===== src/rtl/mips_pkg.sv =====
// Shared writeback types and register-file constants for the write-port arbiter, writeback and hazard logic.
// Pure declarations: no latency, no flow control.
package mips_pkg;
  localparam int         NUM_GPR  = 32;
  localparam logic [4:0] REG_ZERO = 5'd0;

  // rd stands in for the register field, since "reg" is a reserved word.
  typedef struct packed {
    logic        we;
    logic [4:0]  rd;
    logic [31:0] data;
  } wb_req_t;

  function automatic logic [NUM_GPR-1:0] reg_onehot(input logic [4:0] r);
    reg_onehot = '0;
    if (r != REG_ZERO) reg_onehot[r] = 1'b1;
  endfunction
endpackage


===== src/rtl/wb_pend_fifo.sv =====
// Circular buffer of deferred GPR writes with per-entry valid, kill-by-register and a pending-register mask.
// Push/pop take effect at the clock edge; the caller must not push when full or pop when empty.
module wb_pend_fifo
  import mips_pkg::*;
#(
  parameter int DEPTH = 4,
  parameter int CW    = $clog2(DEPTH + 1)
) (
  input  logic               clk,
  input  logic               reset,
  input  logic               push_i,
  input  logic [4:0]         push_rd_i,
  input  logic [31:0]        push_data_i,
  input  logic               pop_i,
  input  logic               kill_i,
  input  logic [4:0]         kill_rd_i,
  output wb_req_t            head_o,
  output logic [CW-1:0]      count_o,
  output logic [NUM_GPR-1:0] pend_mask_o
);
  localparam int PW = $clog2(DEPTH);

  logic [DEPTH-1:0] valid_q;
  logic [4:0]       rd_q   [DEPTH];
  logic [31:0]      data_q [DEPTH];
  logic [PW-1:0]    rd_ptr_q, wr_ptr_q;
  logic [CW-1:0]    count_q;

  // Push is applied after kill, so a same-cycle offer to the killed register survives.
  always_ff @(posedge clk) begin
    if (reset) begin
      valid_q  <= '0;
      rd_ptr_q <= '0;
      wr_ptr_q <= '0;
      count_q  <= '0;
    end else begin
      for (int i = 0; i < DEPTH; i++) begin
        if (kill_i && rd_q[i] == kill_rd_i) valid_q[i] <= 1'b0;
      end
      if (pop_i) begin
        valid_q[rd_ptr_q] <= 1'b0;
        rd_ptr_q          <= rd_ptr_q + PW'(1);
      end
      if (push_i) begin
        valid_q[wr_ptr_q] <= 1'b1;
        wr_ptr_q          <= wr_ptr_q + PW'(1);
      end
      count_q <= count_q + CW'(push_i) - CW'(pop_i);
    end
  end

  always_ff @(posedge clk) begin
    if (push_i) begin
      rd_q[wr_ptr_q]   <= push_rd_i;
      data_q[wr_ptr_q] <= push_data_i;
    end
  end

  always_comb begin
    pend_mask_o = '0;
    for (int i = 0; i < DEPTH; i++) begin
      if (valid_q[i]) pend_mask_o = pend_mask_o | reg_onehot(rd_q[i]);
    end
  end

  assign head_o  = '{we: valid_q[rd_ptr_q] && (count_q != '0), rd: rd_q[rd_ptr_q], data: data_q[rd_ptr_q]};
  assign count_o = count_q;
endmodule


===== src/rtl/wb_port_arbiter.sv =====
// Shares the register-file write port: pipeline W stage first, then buffered mul/div results, then a 0-cycle bypass.
// md_ready drops only when the buffer is full; BubbleReq asks for a free slot when the head has waited too long.
module wb_port_arbiter
  import mips_pkg::*;
#(
  parameter int DEPTH    = 4,
  parameter int MAX_WAIT = 8
) (
  input  logic               clk,
  input  logic               reset,
  input  logic               RegWriteW,
  input  logic [4:0]         WriteRegW,
  input  logic [31:0]        ResultW,
  input  logic               md_valid,
  input  logic [4:0]         md_reg,
  input  logic [31:0]        md_data,
  output logic               md_ready,
  output logic               RegWriteRF,
  output logic [4:0]         WriteRegRF,
  output logic [31:0]        ResultRF,
  output logic [NUM_GPR-1:0] PendingMask,
  output logic               BubbleReq
);
  localparam int CW = $clog2(DEPTH + 1);
  localparam int WW = $clog2(MAX_WAIT + 1);

  wb_req_t            head;
  logic [CW-1:0]      count;
  logic [NUM_GPR-1:0] pend_mask;
  logic               pipe_real, offer_real, fifo_empty, head_dead;
  logic               pop, push, bypass;
  logic [WW-1:0]      wait_q, wait_d;
  logic               bubble_q, bubble_d;

  assign pipe_real  = RegWriteW && (WriteRegW != REG_ZERO);
  assign offer_real = md_valid && (md_reg != REG_ZERO);
  assign fifo_empty = (count == '0);
  assign head_dead  = !fifo_empty && !head.we;
  assign md_ready   = !reset && (count < CW'(DEPTH));
  assign push       = offer_real && md_ready && !bypass;

  always_comb begin
    RegWriteRF = 1'b0;
    WriteRegRF = '0;
    ResultRF   = '0;
    pop        = 1'b0;
    bypass     = 1'b0;
    if (!reset) begin
      if (pipe_real) begin
        RegWriteRF = 1'b1;
        WriteRegRF = WriteRegW;
        ResultRF   = ResultW;
      end else if (head.we) begin
        RegWriteRF = 1'b1;
        WriteRegRF = head.rd;
        ResultRF   = head.data;
        pop        = 1'b1;
      end else if (fifo_empty && offer_real) begin
        RegWriteRF = 1'b1;
        WriteRegRF = md_reg;
        ResultRF   = md_data;
        bypass     = 1'b1;
      end
      // A killed head needs no port slot, so it drains even under pipeline writes.
      if (head_dead) pop = 1'b1;
    end
  end

  wb_pend_fifo #(.DEPTH(DEPTH), .CW(CW)) u_fifo (
    .clk         (clk),
    .reset       (reset),
    .push_i      (push),
    .push_rd_i   (md_reg),
    .push_data_i (md_data),
    .pop_i       (pop),
    .kill_i      (pipe_real),
    .kill_rd_i   (WriteRegW),
    .head_o      (head),
    .count_o     (count),
    .pend_mask_o (pend_mask)
  );

  always_comb begin
    wait_d = wait_q;
    if (pop || fifo_empty)                     wait_d = '0;
    else if (head.we && wait_q < WW'(MAX_WAIT)) wait_d = wait_q + WW'(1);
  end

  // Gating with !pop makes the request drop the cycle after the head leaves.
  assign bubble_d = head.we && !pop && ((wait_q >= WW'(MAX_WAIT)) || (count == CW'(DEPTH)));

  always_ff @(posedge clk) begin
    if (reset) begin
      wait_q   <= '0;
      bubble_q <= 1'b0;
    end else begin
      wait_q   <= wait_d;
      bubble_q <= bubble_d;
    end
  end

  assign BubbleReq   = bubble_q && !reset;
  assign PendingMask = reset ? '0 : pend_mask;
endmodule


===== config.mk =====
export PLATFORM = sky130hd
export DESIGN_NAME = wb_port_arbiter
export DESIGN_NICKNAME = d
export VERILOG_FILES = /design/src/rtl/mips_pkg.sv /design/src/rtl/wb_pend_fifo.sv /design/src/rtl/wb_port_arbiter.sv
export SDC_FILE = /design/constraint.sdc
export NUM_CORES = 1
export LEC_CHECK = 0
export BUFFER_PORTS_ARGS = -buffer_cell sky130_fd_sc_hd__buf_2
export CAP_MARGIN = 25
export CORE_UTILIZATION = 30
export DETAILED_ROUTE_END_ITERATION = 8
export PLACE_DENSITY = 0.54
export RECOVER_POWER = 50
export SYNTH_ARGS = -nofsm -noshare
export SYNTH_HDL_FRONTEND = slang
export SYNTH_SLANG_ARGS = --single-unit

===== constraint.sdc =====
create_clock -name clk -period 2.4 [get_ports clk]
set_input_delay 0.12 -clock clk [delete_from_list [all_inputs] [get_ports clk]]
set_output_delay 0.12 -clock clk [all_outputs]
set_load 0.05 [all_outputs]

==> impl_metrics.xml <==
<?xml version="1.0" encoding="UTF-8"?>
<metrics>
  <group name="timing">
    <metric name="slew_violations" unit="">0</metric>
    <metric name="final-setup-viol-count" unit="">0</metric>
    <metric name="min_period" unit="ps">2370</metric>
    <metric name="fin_hold_viols" unit="">0</metric>
    <metric name="timing.slew.headroom" unit="%">48.8</metric>
    <metric name="layout_worst_path_cycle_share" unit="%">98.9</metric>
    <metric name="finalClockSkew" unit="ps">8.96</metric>
    <metric name="tightestPinTransition" unit="ps">768</metric>
    <metric name="maxClockFrequency" unit="MHz">421</metric>
    <metric name="rsz0062_at_grt" unit="">yes</metric>
    <metric name="whs" unit="ps">90.6</metric>
  </group>
  <group name="run_status">
    <metric name="run_status" unit="">finished, final reports clean</metric>
  </group>
  <group name="global_routing">
    <metric name="grt_max_degree" unit="">48</metric>
    <metric name="grt_antenna_before_repair" unit="">0</metric>
    <metric name="grt_pass1_wl" unit="mm">37.0</metric>
    <metric name="grt_pass1_vias" unit="">6420</metric>
    <metric name="grt_remaining_overflow" unit="">0</metric>
    <metric name="grt_use_total" unit="%">17.0</metric>
  </group>
  <group name="placement">
    <metric name="numPortBuffers" unit="">148</metric>
    <metric name="post_dp_cell_area" unit="µm²">10100</metric>
    <metric name="placed_cells" unit="">1169</metric>
    <metric name="dp.final_hpwl" unit="mm">16.1</metric>
    <metric name="gp_congestion" unit="">0.843</metric>
  </group>
  <group name="power">
    <metric name="power.density" unit="nW/µm²">819</metric>
    <metric name="p_total" unit="mW">9.44</metric>
    <metric name="max-vdd-ir-drop" unit="mV">0.482</metric>
    <metric name="cellLeakagePower" unit="nW">3.87</metric>
  </group>
  <group name="setup_path">
    <metric name="path_max_fanout" unit="">3</metric>
    <metric name="cp_data_arrival_time" unit="ps">2670</metric>
    <metric name="path_buf_inv" unit="">1</metric>
    <metric name="crit_slowest_cell" unit="">mux4_2</metric>
    <metric name="worstPathRequired" unit="ps">2700</metric>
    <metric name="worst_path_most_repeated_cell" unit="">xnor2_2</metric>
    <metric name="cp_cell_sequence" unit="">mux4_2 -&gt; buf_6 -&gt; o211ai_4 -&gt; nand2_2 -&gt; xnor2_2 -&gt; ha_2 -&gt; fa_2 -&gt; xnor2_2 -&gt; xnor2_1 -&gt; nor2_1</metric>
    <metric name="timing.critical_path.slowest_cell_delay" unit="ps">550</metric>
    <metric name="crit_path_start_kind" unit="">flop</metric>
    <metric name="timing.critical_path.to_type" unit="">flop</metric>
    <metric name="path_class" unit="">flop to flop</metric>
    <metric name="timing.reg2reg.setup_slack" unit="ps">30</metric>
    <metric name="family_with_the_most_delay_on_the_worst_path" unit="">multiplexers</metric>
  </group>
  <group name="cts">
    <metric name="clkTransAtPathRegs" unit="ps">70</metric>
    <metric name="numClockSinks" unit="">166</metric>
    <metric name="cts.path.max_buffers" unit="">2</metric>
    <metric name="tritoncts.num_buffers" unit="">17</metric>
    <metric name="clockRootBuffer" unit="">clkbuf_16</metric>
    <metric name="cts_htree_levels" unit="">4</metric>
    <metric name="worstSkewPairLatency" unit="ps">420</metric>
    <metric name="cts_tree" unit="">done</metric>
  </group>
  <group name="floorplan">
    <metric name="start_util" unit="%">30.6</metric>
    <metric name="design.die.area" unit="µm²">29100</metric>
    <metric name="placement_rows" unit="">61</metric>
    <metric name="ioPinCount" unit="">150</metric>
    <metric name="core_area" unit="µm²">27900</metric>
    <metric name="die_width" unit="µm">171</metric>
    <metric name="die_height" unit="µm">171</metric>
  </group>
  <group name="layout">
    <metric name="final_cell_area" unit="µm²">11500</metric>
    <metric name="filler_cell_count" unit="">2645</metric>
    <metric name="area_growth" unit="%">35.2</metric>
    <metric name="final_layout_size_suffix_gt1_share" unit="%">38.2</metric>
    <metric name="final-seq-area" unit="µm²">4810</metric>
    <metric name="multiInputGateArea" unit="µm²">3840</metric>
    <metric name="final_nets" unit="">940</metric>
    <metric name="layout.cells.non_filler" unit="">1242</metric>
  </group>
  <group name="logic_synthesis">
    <metric name="postSynthCellCount" unit="">652</metric>
    <metric name="ys_warn_count" unit="">0</metric>
    <metric name="sequential_element_share_of_the_synthesized_area" unit="%">56.3</metric>
    <metric name="synth_area_leader_cell" unit="">edfxtp_1</metric>
    <metric name="synth_enable_flop_cells" unit="">148</metric>
    <metric name="synth_cell_types" unit="">52</metric>
    <metric name="synth_area_leaders" unit="">edfxtp_1 (52%), mux4_2 (10%), a22oi_1 (5.4%), dfxtp_1 (4.2%), nor2_1 (3.1%)</metric>
    <metric name="flip_flop_and_latch_count_after_synthesis" unit="">166</metric>
    <metric name="synthFlopType" unit="">edfxtp_1</metric>
    <metric name="post-synth-top-area-fraction" unit="%">52.1</metric>
    <metric name="synthesis.area" unit="µm²">8530</metric>
    <metric name="synth_area_per_cell" unit="µm²">13.1</metric>
    <metric name="synthesis.nets" unit="">742</metric>
    <metric name="postSynth.asyncResetShare" unit="%">0</metric>
  </group>
  <group name="min_path">
    <metric name="timing.hold.worst.class" unit="">input port to flop</metric>
  </group>
  <group name="detailed_routing">
    <metric name="drt_pre_antenna_iters" unit="">5</metric>
    <metric name="drt_first_iter_violations" unit="">422</metric>
    <metric name="totalWireLength" unit="mm">24.7</metric>
    <metric name="drc_markers" unit="">0</metric>
    <metric name="routed_via_density" unit="">5.25</metric>
    <metric name="count_of_antenna_violating_nets_left_after_detailed_routing" unit="">0</metric>
    <metric name="drt-wirelength-per-cell" unit="µm">19.9</metric>
    <metric name="num_vias" unit="">6519</metric>
  </group>
  <group name="job">
    <metric name="max-cap-violations" unit="">0</metric>
  </group>
</metrics>
==> metal layers <==
| layer | vias up | GRT usage (%) | share of wire [%] |
|---|---|---|---|
| li1 | 3002 | - | - |
| met1 | 3277 | 22.6 | 45 |
| met2 | 218 | 27.9 | 48 |
| met3 | 22 | 3.68 | 5.9 |
| met4 | 0 | 4.66 | 1.0 |
| met5 | - | 0 | 0 |
==> cells by family after synthesis <==
logic type,share of synthesized area (%)
multiplexers,10.4
AND/OR/NAND/NOR,10.8
AO/OA/AOI/OAI,14.6
flip-flops,56.3
XOR/XNOR,2.57
buffers and inverters,3.40
other,0.0440
adder cells (fa/ha/maj),1.85
==> synthesized netlist by cell type (11+ instances only) <==
cell and instances:
nor3b_1 16, a211oi_1 29, mux4_2 38, o22ai_1 15, xor2_1 12, edfxtp_1 148
ha_1 11, a22oi_1 61, a221oi_1 16, clkbuf_1 43, nand2_1 14, nor2_1 70
a21oi_1 19, nand3_1 14, xnor2_1 13, dfxtp_1 18
==> path summary, 6_finish.rpt <==
kind / cells past startpoint / end / start
worst max-delay path: 10 / u_fifo.count_o[2]$_SDFF_PP0_ / u_fifo.rd_ptr_q[0]$_SDFFE_PP0P_
worst min-delay path: 2 / u_fifo.count_o[2]$_SDFF_PP0_ / reset
worst max register to register: 10 / u_fifo.count_o[2]$_SDFF_PP0_ / u_fifo.rd_ptr_q[0]$_SDFFE_PP0P_
worst min register to register: 2 / wait_q[3]$_SDFFE_PP0P_ / wait_q[3]$_SDFFE_PP0P_
==> power by group <==
group	internal, mW	switching [mW]
logic	1.47	1.75
clock network	1.48	1.23
registers	3.36	0.145
total	6.31	3.13
==> area by class of cell <==
cell class	count	share of cell area, %
flip-flops and latches	166	41.7
multi-input cells	417	33.3
repair buffers	238	15.3
well taps	378	4.10
clock buffers	17	3.69
clock inverters	15	1.45
inverters	10	0.326
diodes	1	0.0217
==> what timing repair did <==
item,4_1_cts,5_1_grt
hold buffers,34,0
endpoints found under the setup margin,38,53
setup buffers,1,3
gates cloned,0,2
hold endpoints to repair,136,0
gates resized for setup,83,35
pin swaps,1,6
==> placed cells by master, fill, tap and decap left out, types with 5 or more instances in the layout <==
master,instances
a22oi_1,38
and3b_1,8
buf_2,73
buf_6,35
inv_6,5
buf_12,5
nand4_1,5
nand2_1,13
nand3b_1,10
xnor2_1,11
buf_4,49
nor2_1,70
nor3b_1,6
dlygate4sd3_1,34
nor2b_1,7
edfxtp_1,148
clkbuf_1,40
a211oi_2,31
xor2_1,12
o22ai_1,15
nor3b_2,10
inv_1,9
nor3_1,9
a311oi_2,5
and3_1,7
a22oi_2,23
dfxtp_1,14
nand3_1,14
ha_1,10
a221oi_1,15
a21oi_1,19
clkbuf_16,19
mux4_2,38
==> registers in the layout, summed over array words and instances, names as in the netlist, named ones only <==
| register | flops |
|---|---|
| u_fifo.wr_ptr_q | 2 |
| u_fifo.rd_q | 20 |
| u_fifo.count_o | 3 |
| u_fifo.data_q | 128 |
| wait_q | 4 |
| u_fifo.rd_ptr_q | 2 |
| u_fifo.valid_q | 4 |
| bubble_q | 1 |
==> worst reg2reg max path, cell delays in order (launching register included) <==
cell and delay [ps]:
dfxtp_2 340, mux4_2 550, buf_6 150, o211ai_4 80
nand2_2 110, xnor2_2 150, ha_2 180, fa_2 350
xnor2_2 150, xnor2_1 140, nor2_1 50
==> metrics by stage <==
stage | worst slack [ps] | util, % | setup TNS [ps]
4_1_cts | -2.68 | 40.7 | -3.81
2_1_floorplan | 11.6 | - | 0
5_1_grt | -97.5 | 41.4 | -97.5
3_3_place_gp | 97.0 | 36.3 | 0
6_report | 26.7 | 41.4 | 0
3_5_place_dp | 39.7 | 36.3 | 0
No activity file was read; power rests on OpenSTA's default activity.
